$ cat config.mk
export PLATFORM = sky130hd
export DESIGN_NAME = puf_majority_voter
export DESIGN_NICKNAME = d
export VERILOG_FILES = /design/src/rtl/puf_majority_voter.sv
export SDC_FILE = /design/constraint.sdc
export NUM_CORES = 1
export LEC_CHECK = 0
export ABC_AREA = 1
export BUFFER_PORTS_ARGS = -buffer_cell sky130_fd_sc_hd__buf_4
export CAP_MARGIN = 20
export CORE_AREA = 2 2 81 83
export DETAILED_ROUTE_END_ITERATION = 6
export DIE_AREA = 0 0 83 85
export PLACE_DENSITY = 0.74
export SYNTH_ARGS = -nofsm -noshare
export SYNTH_HDL_FRONTEND = slang
export SYNTH_SLANG_ARGS = --single-unit
export TNS_END_PERCENT = 50
$ cat constraint.sdc
create_clock -name clk -period 1.4 [get_ports clk]
set_input_delay 0.28 -clock clk [delete_from_list [all_inputs] [get_ports clk]]
set_output_delay 0.28 -clock clk [all_outputs]
set_load 0.01 [all_outputs]
$ cat src/rtl/puf_majority_voter.sv
// rtl/puf_majority_voter.sv - majority-votes NUM_EVAL PUF responses into one key word
// Optional feature macro: PUF_STABILITY_EN (adds unstable_mask output).
module puf_majority_voter #(
  parameter int RESP_W   = 8,
  parameter int NUM_EVAL = 5,
  parameter int TIMEOUT  = 4096
) (
  input  logic              clk,
  input  logic              rst_n,
  input  logic              start,
  input  logic [RESP_W-1:0] resp_in,
  input  logic              resp_ready,
  output logic              buf_clear,
  output logic [RESP_W-1:0] key,
  output logic              key_valid,
  input  logic              key_ack,
  output logic              busy,
`ifdef PUF_STABILITY_EN
  output logic [RESP_W-1:0] unstable_mask,
`endif
  output logic              err
);
  localparam int CW = $clog2(NUM_EVAL + 1);
  localparam int TW = (TIMEOUT > 1) ? $clog2(TIMEOUT) : 1;
  localparam logic [CW-1:0] HALF   = CW'(NUM_EVAL / 2);
  localparam logic [CW-1:0] LAST   = CW'(NUM_EVAL - 1);
  localparam logic [TW-1:0] T_LAST = TW'(TIMEOUT - 1);

  typedef enum logic [2:0] {S_IDLE, S_CLEAR, S_WAIT, S_ACCUM, S_DONE} state_t;

  state_t            state;
  logic [CW-1:0]     vote      [RESP_W];
  logic [CW-1:0]     vote_next [RESP_W];
  logic [CW-1:0]     eval_cnt;
  logic [TW-1:0]     timer;
  logic              ready_q;
  logic [RESP_W-1:0] cap;
  logic [RESP_W-1:0] key_next;
`ifdef PUF_STABILITY_EN
  localparam logic [CW-1:0] FULL = CW'(NUM_EVAL);
  logic [RESP_W-1:0] mask_next;
`endif

  // Key is decided from the tallies including the final capture, so DONE entry
  // can register it in the same edge that closes the last ACCUM.
  always_comb begin
    for (int i = 0; i < RESP_W; i++) begin
      vote_next[i] = vote[i] + CW'(cap[i]);
      key_next[i]  = (vote_next[i] > HALF);
    end
  end

`ifdef PUF_STABILITY_EN
  always_comb begin
    for (int i = 0; i < RESP_W; i++) begin
      mask_next[i] = (vote_next[i] != '0) && (vote_next[i] != FULL);
    end
  end
`endif

  always_ff @(posedge clk or negedge rst_n) begin
    if (!rst_n) begin
      state     <= S_IDLE;
      buf_clear <= 1'b0;
      key       <= '0;
      key_valid <= 1'b0;
      busy      <= 1'b0;
      err       <= 1'b0;
      eval_cnt  <= '0;
      timer     <= '0;
      ready_q   <= 1'b0;
      cap       <= '0;
      for (int i = 0; i < RESP_W; i++) vote[i] <= '0;
`ifdef PUF_STABILITY_EN
      unstable_mask <= '0;
`endif
    end else begin
      ready_q <= resp_ready;
      case (state)
        S_IDLE: begin
          if (start) begin
            state     <= S_CLEAR;
            buf_clear <= 1'b1;
            busy      <= 1'b1;
            err       <= 1'b0;
            eval_cnt  <= '0;
            for (int i = 0; i < RESP_W; i++) vote[i] <= '0;
          end
        end
        S_CLEAR: begin
          buf_clear <= 1'b0;
          timer     <= '0;
          state     <= S_WAIT;
        end
        S_WAIT: begin
          // Only a fresh rising edge counts; a ready left high across CLEAR is stale.
          if (resp_ready && !ready_q) begin
            cap   <= resp_in;
            state <= S_ACCUM;
          end else if (timer == T_LAST) begin
            state     <= S_IDLE;
            busy      <= 1'b0;
            err       <= 1'b1;
            key_valid <= 1'b0;
          end else begin
            timer <= timer + TW'(1);
          end
        end
        S_ACCUM: begin
          for (int i = 0; i < RESP_W; i++) vote[i] <= vote_next[i];
          eval_cnt <= eval_cnt + CW'(1);
          if (eval_cnt == LAST) begin
            state     <= S_DONE;
            key       <= key_next;
            key_valid <= 1'b1;
`ifdef PUF_STABILITY_EN
            unstable_mask <= mask_next;
`endif
          end else begin
            state     <= S_CLEAR;
            buf_clear <= 1'b1;
          end
        end
        S_DONE: begin
          if (key_ack) begin
            key_valid <= 1'b0;
            busy      <= 1'b0;
            state     <= S_IDLE;
          end
        end
        default: begin
          state     <= S_IDLE;
          busy      <= 1'b0;
          buf_clear <= 1'b0;
          key_valid <= 1'b0;
        end
      endcase
    end
  end
endmodule

### Word-level counts from Yosys, hierarchy flattened

Cells that the tools add are included.

* input port bits: 13
* output and inout port bits: 12
* logic and storage cells: 97
* bits in registers: 63

* equality and inequality tests: 14
* reductions and logical operators: 18
* order comparisons: 8
* mux-type cells: 26
* bitwise logic cells: 3
* add/sub/neg operators: 10

Operator list (count)
* 24-bit one-hot mux with 2 select lines: 1
* 3-bit by 1-bit adder with 3-bit output: 8
* 3-bit by 2-bit > comparator with 1-bit output, second input constant: 8
* 12-bit 2-to-1 mux: 2
* 24-bit 2-to-1 mux: 1
* 12-bit one-hot mux with 2 select lines: 1
* 3-bit 2-to-1 mux: 6
* 3-bit one-hot mux with 5 select lines: 1
* 2-bit != test, second input constant: 7
* 12-bit by 1-bit adder with 12-bit output, second input constant: 1
* 12-bit == test, second input constant: 1
* 5-bit AND reduction: 2
* 1-bit 2-to-1 mux: 9
* 3-bit AND reduction: 3
* 1-bit one-hot mux with 4 select lines: 2
* 3-bit by 2-bit == test with 1-bit output, second input constant: 2
* 3-bit == test, second input constant: 2
* 3-bit one-hot mux with 2 select lines: 1
* 2-bit AND reduction: 3
* 2-bit nonzero test: 3
* 2-bit OR reduction: 3
* 4-bit AND reduction: 1
* 3-bit by 1-bit adder with 3-bit output, second input constant: 1
* 3-bit by 1-bit == test with 1-bit output, second input constant: 1
* other kinds (7): 9

### Logic depth before layout (Yosys ltp)

Gate-level depths: netlist of run 1.

* word-level depth: 4
* gate-level depth with buffers: 9
* mapped depth without buffers: 9

### Worst setup path before layout of run 1

OpenSTA, ideal clock, no wires.

* path kind: reg2reg
* from: reg timer[0]
* to: reg timer[5]
* path slack: 0.044 ns
* data arrival time: 1.239 ns
* required time: 1.283 ns
* path buffers: 0
* library setup time: 0.117 ns
* clock period less this slack: 1.356 ns
* cell stages (with the launch flop): 9
* path through: dfrtp_1 > ha_1 > nand2_1 > nor2_4 > nand3_4 > nand3_4 > nand2_2 > nand2_1 > nand2_1

* cells in the longest elaborated chain, start to end: 4
* elaborated cells on any way between the ends: 7
* classes of those cells: add/sub (1); eq/ne (2); mux (3); reduce/logical (1)

RTL lines
* start: declaration: RTL line 35 `logic [TW-1:0] timer;`
* start signal: assignment: RTL line 106 `timer <= timer + TW'(1);`
* 12-bit by 1-bit adder with 12-bit output: RTL line 106
* 12-bit 2-to-1 mux: RTL line 100 `end else if (timer == T_LAST) begin`
* 12-bit 2-to-1 mux: RTL line 97 `if (resp_ready && !ready_q) begin`
* 12-bit one-hot mux with 2 select lines: RTL line 79 `case (state)`

Several ways; a longest one is shown, not always the timed one. The select of a mux whose other input is x is not followed.
A chain may end at the register's enable or synchronous reset.

### Worst setup path in the final report of run 1

* from: reg state[0]
* to: reg vote[12] in the netlist's numbering

* cells in the longest elaborated chain, start to end: 3
* elaborated cells on any way between the ends: 6
* classes of those cells: eq/ne (2); mux (1); reduce/logical (3)

RTL lines
* start: declaration: RTL line 31 `state_t state;`
* start signal: assignment: RTL line 63 `state <= S_IDLE;`
* start signal: assignment: RTL line 82 `state <= S_CLEAR;`
* start signal: assignment: RTL line 93 `state <= S_WAIT;`
* 3-bit by 2-bit == test with 1-bit output or 3-bit logical NOT (tied branches): RTL line 79
* 2-bit nonzero test (no source line) or 2-bit != test (tied branches)
* 2-bit AND reduction (no source line)
* end: declaration: RTL line 32 `logic [CW-1:0] vote [RESP_W];`

Several ways; a longest one is shown, not always the timed one.

==> metrics.cfg, run 1 <==
[status]
status=finished, final reports clean

[cells_and_area]
area_delta_synth_final_pct=23.79
fin_nets=428
drive_above_1_share_pct=30.67
insertedDiodeCount=0
fin_cells=478
fillers=494

[synth]
synth_cell_types=35
yosysSeqAreaShare_pct=48.59
synthCells=339
synth_top_area_cell=dfrtp_1
synth_top_area_share_pct=48.59
synth_area_per_cell_sq_um=9.570
synthFlopType=dfrtp_1
ys_ff_latch=63
synth_fp_nets=371
synth_edf_count=0
async_reset_ff_share_pct=100.0
synth_area_leaders=dfrtp_1 49%, nand2_1 12%, ha_1 7.3%
syn_area_sq_um=3244
yosys_warnings=0

[timing]
max_slew_margin_pct=75.95
period_minus_slack_ns=1.389
period_share_pct=99.24
max_freq_mhz=719.8
rsz0062_at_grt=yes
tightest_slew_ns=0.3598
finalSetupViolations=0
skew_ns=0.01059
hold_violations=0
drv_slew=0

[clocking]
cts_tree=yes
clockBufferDepth=2
htree_levels=3
numCtsBuffers=9
clock_sinks=63
clk_pin_slew_ns=0.07
clock_latency_ns=0.34
cts_root_buffer=clkbuf_8

[floorplan]
die_y_um=85
start_util_pct=52.29
fp-row-count=29
core-area_sq_um=6205
dieArea_sq_um=7055
fp.dieW_um=83
io_pins=25

[job]
maxCapViolations=0

[route]
ant_nets=0
dr_total_vias=2485
viasPerCell=5.199
dr.pass1.iters=4
drc=0
routed_wirelength_um=6614
wire_per_inst_um=13.84
drt_iter0_drc=86

[critical_path]
reg2reg_depth=5
worstSetupEndpointType=flop
cp-start-kind=flop
r2r-end=vote[12]
required_ns=1.62
crit_fanout=13
cp.arrival_ns=1.61
reg2reg_slack_ns=0.01
worstSetupPathType=reg -> reg
r2r_start=state[0]

[pwr]
clock_power_share_pct=19.4
finalPower_mw=6.929
power_switching_mw=2.705
pwr-share-comb_pct=42.6
p_seq_share_pct=38.0
irDropWorstVdd_v=0.001032
power.internal_mw=4.225
sw_frac_of_total_pct=39.03
p_per_area_nw_per_um2=1725
power.leakage_nw=2.032

[placement]
dp_hpwl_um=4313
port_buffers=24
dp_cells=446
gp_congestion=0.7924

[min_path]
hp-start=resp_ready
hold_class=in -> reg
min_path_cells=1
worst_hold_path.endpoint=ready_q

[grt]
grt_antenna_before_repair=0
track_usage_pct=19.17
grt_max_degree=28
grt_overflow=0
grt_pass1_vias=2405
grt_pass1_wl_um=10770

-- registers in the layout, indices dropped and copies added, names as in the netlist --
| signal | cells |
|---|---|
| vote | 24 |
| timer | 12 |
| cap | 8 |
| key | 8 |
| eval_cnt | 3 |
| state | 3 |
| buf_clear | 1 |
| busy | 1 |
| err | 1 |
| key_valid | 1 |
| ready_q | 1 |
-- routing by layer --
| layer | routed length [um] | GRT usage (%) | part of all wire, % | up-vias |
|---|---|---|---|---|
| li1 | - | - | - | 1248 |
| met1 | 3128 | 25.06 | 47 | 1196 |
| met2 | 3231 | 31.38 | 49 | 31 |
| met3 | 166 | 3.891 | 2.5 | 10 |
| met4 | 88 | 8.048 | 1.3 | 0 |
| met5 | 0 | 0 | 0 | - |
-- worst max-delay path by stage --
stage | end | cells past startpoint | slack [ns] | from
2_1_floorplan | timer[5] | 8 | 0.04 | timer[0]
3_3_place_gp | timer[6] | 8 | 0.003 | timer[0]
3_5_place_dp | timer[4] | 8 | -0.03 | timer[0]
4_1_cts | state[0] | 8 | -0.04 | timer[0]
5_1_grt | key[5] | 6 | -0.11 | state[0]
6_report | vote[12] | 5 | 0.01 | state[0]
-- synth_stat cells (3+ instances only) --
master / count
a22o_1: 14
nand3_4: 4
nand2_1: 100
nand4_1: 6
o21ai_0: 4
o21ai_1: 10
buf_8: 3
o21ai_2: 3
nand2_2: 5
inv_1: 23
xnor2_1: 10
ha_1: 19
dfrtp_1: 63
a31oi_1: 8
nor2_1: 20
nand3_1: 17
nor2_4: 5
-- power groups by stage --
stage | registers [mW] | logic [mW] | clock network [mW]
6_report | 2.63 | 2.95 | 1.35
5_1_grt | 2.69 | 3.28 | 1.44
3_5_place_dp | 2.67 | 2.47 | 0
4_1_cts | 2.64 | 2.50 | 1.36
2_1_floorplan | 2.66 | 1.79 | 0
3_3_place_gp | 2.65 | 2.40 | 0
-- cells by family after synthesis --
kind of cell	share of synthesized area (%)
flops	48.59
compound gates	8.870
buf+inv	6.016
xor+xnor	3.239
fa+ha+maj	7.327
simple gates	25.95
-- critical path, stage by stage, from the launching register on --
cell     delay (ns)
dfrtp_1        0.41
nand2_2        0.09
nor2_4         0.30
buf_4          0.19
nor2_4         0.08
a22o_1         0.20
-- repair_timing --
item	4_1_cts	5_1_grt
pin swaps	0	14
hold buffers	1	0
hold endpoints to repair	24	0
setup endpoints to repair	12	40
gates cloned	0	2
gates resized for setup	2	42
buffers inserted	0	13
-- area by class of cell --
type	count	area, sq um	area share, %
Multi-Input combinational cell	243	1599	39.81
Sequential cell	63	1578	39.28
Timing Repair Buffer	52	452.9	11.28
Clock buffer	10	127.6	3.178
Inverter	27	125.1	3.115
Tap cell	77	96.34	2.399
Clock inverter	6	37.54	0.9346
-- cells in the final DEF (no fill, tap or decap), drive strengths merged, types with 4 or more instances in the layout --
master	n
nand2	106
a22o	14
nor2	30
nand3	24
nand4	6
o21ai	17
ha	19
clkinvlp	4
buf	51
xnor2	10
dfrtp	63
clkbuf	10
clkinv	4
inv	25
a31oi	8
-- per-stage QoR --
stage / cell area (sq um) / hold slack [ns] / setup TNS, ns / util (%) / worst slack, ns
after floorplan: 3244 / -0.01559 / 0 / - / 0.04382
after CTS: 3761 / 0.05476 / -0.06652 / 60.62 / -0.04171
after detailed placement: 3580 / 0.2141 / -0.1860 / 57.69 / -0.03469
final: 4016 / 0.06617 / 0 / 64.73 / 0.01063
after global placement: 3580 / 0.2109 / 0 / 57.69 / 0.003448
after global routing: 4016 / 0.05452 / -2.143 / 64.73 / -0.1053
Note: power is estimated with default switching activity, not from simulation.
==> run 2: changes to the inputs <==
- ABC_AREA: 1 -> unset
- CORE_AREA: 2 2 81 83 -> 2 2 80 82
- DIE_AREA: 0 0 83 85 -> 0 0 82 84
- PLACE_DENSITY: 0.74 -> 0.82
==> run 2 against run 1 <==
The run now ends with setup timing left. Cell area grew 3.3%. Clock power grew 5%. Setup slack lost 0.26 ns. Sequential share of layout area shrank 1.3 points. Flip-flop and latch count is the same. Non-clock buffer count grew 28. Power grew 16%. Routed wire length grew 14%. Clock skew grew 0.0038 ns.
==> metrics.cfg, run 2 <==
[status]
status=complete, but fails checks
violations=setup timing

[route]
wire_per_inst_um=16.86
wl_met2_um=3807
route.met3.wl_um=356
ant_nets=0
dr.pass1.iters=5
viasPerCell=5.862
dr_total_vias=2632
wl_met1_um=3192
routed_wirelength_um=7571
drt_iter0_drc=221
drc=0
topRoutingLayerUsed=met4

[pwr]
sw_frac_of_total_pct=37.63
p_per_area_nw_per_um2=1939
pwr-share-comb_pct=48.2
power_switching_mw=3.026
p_seq_share_pct=34.1
power.internal_mw=5.016
clock_power_share_pct=17.7
power.leakage_nw=2.091
irDropWorstVdd_v=0.001134

[timing]
holdWs_ns=0.06380
drv_slew=0
hold_violations=0
period_minus_slack_ns=1.654
max_freq_mhz=604.5
max_slew_margin_pct=76.27
period_share_pct=118.2
rsz0062_at_grt=yes
skew_ns=0.01440
finalSetupViolations=59
timing.final.ws_setup_ns=-0.2542
tightest_slew_ns=0.3550

[floorplan]
core-area_sq_um=6096
fp-row-count=29
die_y_um=84
io_pins=25
dieArea_sq_um=6888
start_util_pct=50.49
fp.dieW_um=82

[clocking]
clockBufferDepth=2
clock_latency_ns=0.34
clock_sinks=63
numCtsBuffers=9
cts_root_buffer=clkbuf_8
htree_levels=3
cts_tree=yes
clk_pin_slew_ns=0.07

[cells_and_area]
final_util_pct=68.04
fin_cells=449
reg_top3=vote: 24 flops, timer: 12 flops
insertedDiodeCount=0
top_register=vote
fin_nets=399
drive_above_1_share_pct=34.14
fillers=429
final_cell_mix=66 x buf_4, 63 x dfrtp_1, 24 x nand2_1
area_delta_synth_final_pct=34.76
final_common_cell=buf_4
largest_reg_flops=24

[critical_path]
cp_top_family=compound AO/OA/AOI/OAI gates
worstSetupPathType=reg -> reg
required_ns=1.62
reg2reg_depth=4
worstSetupEndpointType=flop
cp.arrival_ns=1.87
reg2reg_slack_ns=-0.25
crit_fanout=4
r2r-end=timer[9]
crit_path_max_incr_delay_ns=0.43
path_buf_inv=0
cp-start-kind=flop
crit_chain=or3b_4 -> a311oi_4 -> nor2_2 -> a211o_1
cpMaxStageDelayCell=dfrtp_1
r2r_start=state[0]

[synth]
ys_ff_latch=63
synth_edf_count=0
synth_area_leaders=dfrtp_1 51%, ha_1 7.7%, a22o_1 4.8%
yosysSeqAreaShare_pct=51.22
yosys_warnings=0
synth_top_area_share_pct=51.22
synth_top_area_cell=dfrtp_1
synthFlopType=dfrtp_1
synth_most_common_cell=dfrtp_1
syn_area_sq_um=3078
synthTopCellsByCount=63 x dfrtp_1, 27 x a21oi_1, 26 x nand2_1, 22 x nor2_1, 22 x o21ai_1
synth_area_per_cell_sq_um=10.58
async_reset_ff_share_pct=100.0
synthCells=291
synth_cell_types=43
synth_fp_nets=323

[min_path]
hp-start=resp_ready
worst_hold_path.endpoint=ready_q
hold_class=in -> reg
min_path_cells=1

[grt]
grt_max_degree=30
grt_pass1_vias=2466
grt_pass1_wl_um=11330
grt_antenna_before_repair=0
track_usage_pct=21.45
grt_overflow=0

[placement]
port_buffers=24
gp_congestion=0.9187
dp_cells=422
dp_hpwl_um=4863

[job]
maxCapViolations=0

-- run 2: changes by cell type after synthesis, sizes merged, moves of 6 or more --
| cell | previous run | this run |
|---|---|---|
| a21oi | 1 | 27 |
| xor2 | 2 | 8 |
| nor2 | 29 | 23 |
| inv | 26 | 3 |
| clkbuf | 1 | 9 |
| nand3 | 23 | 6 |
| mux2 | 0 | 8 |
| o21ai | 17 | 25 |
| xnor2 | 10 | 0 |
| nand2 | 106 | 26 |
-- run 2: how the worst max path moves through the flow --
stage | start | to | slack [ns] | cells after the start
2_1_floorplan | state[0] | timer[11] | -0.27 | 5
6_report | state[0] | timer[9] | -0.25 | 4
3_3_place_gp | state[0] | timer[5] | -0.18 | 5
4_1_cts | state[0] | timer[4] | -0.22 | 5
5_1_grt | state[0] | timer[9] | -0.32 | 4
3_5_place_dp | state[0] | timer[4] | -0.26 | 5
-- run 2: cell families after synthesis --
group / after synthesis / synth area share (%)
flip-flops: 63 / 51.22
XOR/XNOR: 8 / 2.277
AO/OA/AOI/OAI: 93 / 20.28
buffers and inverters: 18 / 2.358
multiplexers: 8 / 2.927
AND/OR/NAND/NOR: 82 / 13.21
adder cells (fa/ha/maj): 19 / 7.724
-- run 2: stage by stage --
stage	area (sq um)	total power, mW	setup slack [ns]	TNS, ns
after global placement	3706	5.749	-0.1821	-4.505
after detailed placement	3706	5.933	-0.2584	-6.992
after floorplan	3148	4.748	-0.2672	-8.780
after CTS	3959	7.459	-0.2220	-6.315
after global routing	4148	8.555	-0.3192	-13.31
final	4148	8.043	-0.2542	-9.859
-- run 2: power groups by stage --
| stage | Combinational (mW) | Clock, mW | Sequential (mW) |
|---|---|---|---|
| after floorplan | 2.00 | 0 | 2.75 |
| after CTS | 3.28 | 1.46 | 2.72 |
| after global routing | 4.20 | 1.55 | 2.80 |
| after global placement | 3.03 | 0 | 2.71 |
| final | 3.88 | 1.42 | 2.74 |
| after detailed placement | 3.18 | 0 | 2.75 |
-- run 2: what timing repair did --
item	CTS	global route
hold buffers	1	0
resized for setup	8	26
endpoints found under the hold margin	22	0
gates cloned	0	3
endpoints found under the setup margin	52	60
buffers inserted	4	3
pin swaps	1	14
-- run 2: layout make-up --
type / count / area (sq um) / share of cell area [%]
timing repair buffer: 80 / 714.4 / 17.22
clock buffer: 10 / 137.6 / 3.318
tap: 77 / 96.34 / 2.323
sequential: 63 / 1577 / 38.01
multi-input combinational: 210 / 1565 / 37.74
inverter: 3 / 11.26 / 0.2715
clock inverter: 6 / 46.29 / 1.116
-- run 2: per-layer routing --
layer  global-route usage (%)  vias to the layer above
met1                    28.75                     1289
li1                         -                     1224
met4                    9.848                        0
met5                        0                        -
met2                    33.04                       94
met3                    4.437                       25
